[src/rtl/prog_loader.sv]
// Boot-time program loader: receives a framed byte stream, writes 32-bit words
// to instruction memory and releases the core's reset on a valid checksum.
module prog_loader #(
   parameter int unsigned ADDR_W = 8
) (
   input  logic              clk,
   input  logic              rst,
   input  logic [7:0]        in_data,
   input  logic              in_valid,
   output logic              in_ready,
   input  logic              reload,
   output logic              imem_we,
   output logic [ADDR_W-1:0] imem_addr,
   output logic [31:0]       imem_wdata,
   output logic              cpu_rst,
   output logic              done,
   output logic              err
);

   localparam int unsigned DEPTH = 1 << ADDR_W;

   typedef enum logic [2:0] {
      S_HDR0,
      S_HDR1,
      S_DATA,
      S_CSUM,
      S_RUN,
      S_ERR
   } state_t;

   state_t      r_state;
   state_t      w_next;
   logic [15:0] r_n;
   logic [15:0] r_word_cnt;
   logic [1:0]  r_byte_cnt;
   logic [7:0]  r_xor;
   logic [23:0] r_asm;

   logic        w_accept;
   logic        w_word_done;
   logic        w_last_word;
   logic [15:0] w_n;

   assign in_ready = (r_state != S_RUN) && (r_state != S_ERR);

   // Handshake and word-boundary decode
   always_comb begin
      w_accept    = in_valid & in_ready;
      w_n         = {in_data, r_n[7:0]};
      w_word_done = w_accept && (r_state == S_DATA) && (r_byte_cnt == 2'd3);
      w_last_word = (17'(r_word_cnt) + 17'd1) == 17'(r_n);
   end

   always_ff @(posedge clk) begin
      if (rst) r_state <= S_HDR0;
      else     r_state <= w_next;
   end

   always_comb begin
      w_next = r_state;
      unique case (r_state)
         S_HDR0: if (w_accept) w_next = S_HDR1;
         S_HDR1: begin
            if (w_accept) begin
               if (32'(w_n) > DEPTH)   w_next = S_ERR;
               else if (w_n == 16'd0) w_next = S_CSUM;
               else                   w_next = S_DATA;
            end
         end
         S_DATA: if (w_word_done && w_last_word) w_next = S_CSUM;
         S_CSUM: if (w_accept) w_next = (in_data == r_xor) ? S_RUN : S_ERR;
         S_RUN:  if (reload) w_next = S_HDR0;
         S_ERR:  if (reload) w_next = S_HDR0;
         default: w_next = S_HDR0;
      endcase
   end

   // Datapath: header capture, word assembly, checksum and registered status
   always_ff @(posedge clk) begin
      if (rst) begin
         r_n        <= 16'd0;
         r_word_cnt <= 16'd0;
         r_byte_cnt <= 2'd0;
         r_xor      <= 8'd0;
         r_asm      <= 24'd0;
         imem_we    <= 1'b0;
         imem_addr  <= '0;
         imem_wdata <= 32'd0;
         cpu_rst    <= 1'b1;
         done       <= 1'b0;
         err        <= 1'b0;
      end else begin
         imem_we <= 1'b0;
         cpu_rst <= (w_next != S_RUN);
         done    <= (w_next == S_RUN);
         err     <= (w_next == S_ERR);
         unique case (r_state)
            S_HDR0: begin
               if (w_accept) begin
                  r_n[7:0]   <= in_data;
                  r_xor      <= in_data;
                  r_byte_cnt <= 2'd0;
                  r_word_cnt <= 16'd0;
               end
            end
            S_HDR1: begin
               if (w_accept) begin
                  r_n[15:8] <= in_data;
                  r_xor     <= r_xor ^ in_data;
               end
            end
            S_DATA: begin
               if (w_accept) begin
                  r_xor      <= r_xor ^ in_data;
                  r_byte_cnt <= r_byte_cnt + 2'd1;
                  r_asm      <= {in_data, r_asm[23:8]};
                  if (r_byte_cnt == 2'd3) begin
                     imem_we    <= 1'b1;
                     imem_addr  <= r_word_cnt[ADDR_W-1:0];
                     imem_wdata <= {in_data, r_asm};
                     r_word_cnt <= r_word_cnt + 16'd1;
                  end
               end
            end
            S_RUN, S_ERR: begin
               if (reload) begin
                  r_n        <= 16'd0;
                  r_word_cnt <= 16'd0;
                  r_byte_cnt <= 2'd0;
                  r_xor      <= 8'd0;
                  r_asm      <= 24'd0;
               end
            end
            default: ;
         endcase
      end
   end

endmodule
[config.mk]
export PLATFORM = sky130hd
export DESIGN_NAME = prog_loader
export DESIGN_NICKNAME = d
export VERILOG_FILES = /design/src/rtl/prog_loader.sv
export SDC_FILE = /design/constraint.sdc
export NUM_CORES = 1
export LEC_CHECK = 0
export BUFFER_PORTS_ARGS = -buffer_cell sky130_fd_sc_hd__buf_2
export CAP_MARGIN = 20
export CELL_PAD_IN_SITES_DETAIL_PLACEMENT = 0
export CELL_PAD_IN_SITES_GLOBAL_PLACEMENT = 2
export CORE_AREA = 3 3 124 126
export CTS_CLUSTER_DIAMETER = 80
export DETAILED_ROUTE_END_ITERATION = 16
export DIE_AREA = 0 0 127 129
export PLACE_DENSITY_LB_ADDON = 0.1
export REMOVE_ABC_BUFFERS = 1
export SYNTH_ARGS = -nofsm -noshare
export SYNTH_HDL_FRONTEND = slang
export SYNTH_SLANG_ARGS = --single-unit
[constraint.sdc]
create_clock -name clk -period 4.3 [get_ports clk]
set_input_delay 0.86 -clock clk [delete_from_list [all_inputs] [get_ports clk]]
set_output_delay 0.86 -clock clk [all_outputs]
set_load 0.05 [all_outputs]
==> flow_summary.json <==
{
  "path_max_fanout": 11,
  "critical_path_class": "flip-flop to primary output",
  "grt_use_total": 0.168,
  "clockBufferDepth": 2,
  "hold_path_depth": 2,
  "drt_iter0_drc": 293,
  "syn_inst": 619,
  "syn_to_final_growth_pct": 18.9,
  "final_cell_mix": "nand2_1, dfxtp_1, a21oi_1",
  "fin_crit_sh": 0.554,
  "start_kind": "flip-flop",
  "crit_family": "flip-flops",
  "wirelength_mm": 13.5,
  "slew_headroom": 0.324,
  "layout_commonest_cell": "nand2_1",
  "yosysUniqueCellTypes": 56,
  "worstPathCellList": "inv_2, nand2_1, buf_2",
  "setup_tns_ns": 0,
  "cp.required_ns": 3.44,
  "r2r_end": "r_word_cnt[4]",
  "ys.flop_type": "dfxtp_1",
  "cts_resized": 0,
  "path_clk_slew_ns": 0.05,
  "worstHoldStart": "imem_addr[5]",
  "clkLatencyLatePin_ns": 0.41,
  "max_stage_delay_ns": 0.55,
  "ctsHtreeMaxLevel": 4,
  "cts_hold_buf": 0,
  "dr.pass1.iters": 5,
  "die_w_um": 127,
  "root_buffer": "clkbuf_16",
  "cts_tree": "yes",
  "slowest_stage": "dfxtp_1",
  "muxShareOfSynthArea": 0.00400,
  "max_freq_ghz": 0.419,
  "crit_arrival_ns": 1.52,
  "antenna_found_initial": 0,
  "async_flop_share": 0,
  "status": "finished clean",
  "cts.sinks": 113,
  "power.density_nw_per_um2": 456,
  "synth-seq-cells": 113,
  "num_vias": 4447,
  "timing.final.max_slew_violations": 0,
  "nNetsFinal": 665,
  "grt_start_max_net_pins": 98,
  "fin_crit_ns": 2.38,
  "finalClockSkew_ns": 0.0140,
  "final_area_um2": 5950,
  "worst_r2r_path_depth": 7,
  "viasPerCell": 5.24,
  "critPathBufInv": 2,
  "yosys.area_share.adder": 0.00500,
  "end_kind": "primary output",
  "rr_startpoint": "r_state[2]",
  "grt_setup_unrepaired": "false",
  "hold_class": "flip-flop to flip-flop",
  "yosysWarnings": 0,
  "cts_setup_buffers": 0,
  "numPortBuffers": 56,
  "die_area_um2": 16400,
  "n_antenna_cell": 0,
  "start_util": 0.347,
  "synth_top_family_by_area": "simple AND/OR/NAND/NOR gates",
  "syn-mean-instance-area_um2": 8.08,
  "wl_per_cell_um": 15.9,
  "synth_area_um2": 5000,
  "grt_pass1_wl_mm": 21.9,
  "min_to": "imem_addr[5]",
  "final_hold_viol_count": 0,
  "fillers": 1484,
  "max-vdd-ir-drop_mv": 0.226,
  "drcViolationCount": 0,
  "placed_area_um2": 5330,
  "utilization": 0.413,
  "drive_gt1_frac": 0.155,
  "gp_congestion": 0.794,
  "synth_xor_xnor_area_share": 0.0508,
  "cts_buffers": 17,
  "synth_edf_count": 0,
  "tightest_slew_ns": 1.01,
  "setup_viol_count_final": 0,
  "dpl.hpwl_mm": 8.69,
  "core_um2": 14400,
  "p_leak_nw": 2.19,
  "r2r_setup_slack_ns": 1.92,
  "final_antenna_net_count": 0,
  "grt_pass1_vias": 4202,
  "synth_seq_area_share": 0.452,
  "die_h_um": 129,
  "overflow": 0,
  "maxCapViolations": 0,
  "row_count": 44,
  "io_pins": 57,
  "synth-simple-area-share": 0.236,
  "synth_compound_area_frac": 0.203
}
where the power goes:
group	leakage, nW	switching (W)	internal [W]	total (W)
Clock	0.294	0.000469	0.000981	0.00145
Combinational	0.984	0.000109	0.0000612	0.000170
Sequential	0.914	0.0000232	0.00107	0.00109
Total	2.19	0.000601	0.00211	0.00271
layout make-up:
cell class	count	area, um^2	area share
inverters	2	7.51	0.00126
well taps	184	230	0.0387
clock inverters	10	159	0.0267
flip-flops and latches	113	2260	0.380
multi-input cells	453	2490	0.419
clock buffers	22	454	0.0763
repair buffers	64	343	0.0576
worst reg2reg max path: stages, from the launching register on:
cell and delay [ns]:
dfxtp_1 0.65, and4bb_1 0.26, buf_4 0.23, nand2_2 0.37
buf_4 0.44, nor3_1 0.10, a21oi_1 0.13, nor2_1 0.05
synth_stat cells (all sizes together) (2+ instances only):
| library cell | instances | area, um^2 |
|---|---|---|
| a311oi | 5 | 43.8 |
| clkbuf | 27 | 105 |
| or3b | 2 | 17.5 |
| or3 | 4 | 25.0 |
| nor3 | 7 | 35.0 |
| o21ai | 23 | 115 |
| xnor2 | 24 | 210 |
| nand2 | 123 | 464 |
| a22oi | 33 | 248 |
| nand2b | 2 | 12.5 |
| or4 | 2 | 15.0 |
| nand3b | 5 | 37.5 |
| a211oi | 2 | 15.0 |
| buf | 24 | 134 |
| xor2 | 5 | 43.8 |
| ha | 2 | 25.0 |
| mux2i | 2 | 20.0 |
| nand4 | 4 | 25.0 |
| nand3 | 15 | 75.1 |
| and2 | 4 | 25.0 |
| nor2b | 10 | 62.6 |
| a31oi | 14 | 93.8 |
| nor4 | 3 | 18.8 |
| o2111ai | 8 | 70.1 |
| nor2 | 63 | 239 |
| a21oi | 65 | 325 |
| dfxtp | 113 | 2260 |
| inv | 2 | 7.50 |
| and3 | 9 | 66.3 |
flip-flops by register name, indices dropped and copies added (netlist names):
signal      cells
done            1
r_xor           8
imem_we         1
r_n            16
r_byte_cnt      2
r_word_cnt     16
imem_wdata     32
err             1
imem_addr       8
cpu_rst         1
r_state         3
r_asm          24
per-stage QoR:
step | total power, W | cells | setup WS, ns | hold WS (ns)
finish | 0.00271 | 848 | 1.92 | 0.448
global route | 0.00282 | 848 | 1.74 | 0.469
CTS | 0.00275 | 847 | 1.88 | 0.453
detailed placement | 0.00128 | 815 | 1.59 | 0.446
global placement | 0.00128 | 815 | 1.62 | 0.439
floorplan | 0.00121 | 568 | 1.03 | 0.425
how the worst max path moves through the flow:
stage	slack [ns]	endpoint	start	cells after the start
2_1_floorplan	1.03	r_state[0]	in_valid	6
3_3_place_gp	1.62	r_word_cnt[4]	in_valid	8
4_1_cts	1.88	in_ready	r_state[1]	3
3_5_place_dp	1.59	r_word_cnt[4]	in_valid	8
5_1_grt	1.74	r_word_cnt[4]	r_state[2]	7
6_report	1.92	in_ready	r_state[1]	3
layer usage:
metal	vias up	wire [um]	GRT usage
met4	0	217	0.0650
met2	83	6270	0.267
met1	2127	6550	0.223
li1	2222	-	-
met3	15	429	0.0390
met5	-	0	0
cells by family after synthesis:
logic type	after synthesis
AND/OR/NAND/NOR	259
adder cells (fa/ha/maj)	2
buffers and inverters	53
XOR/XNOR	29
multiplexers	2
flip-flops	113
AO/OA/AOI/OAI	161
Note: power is estimated with default switching activity, not from simulation.
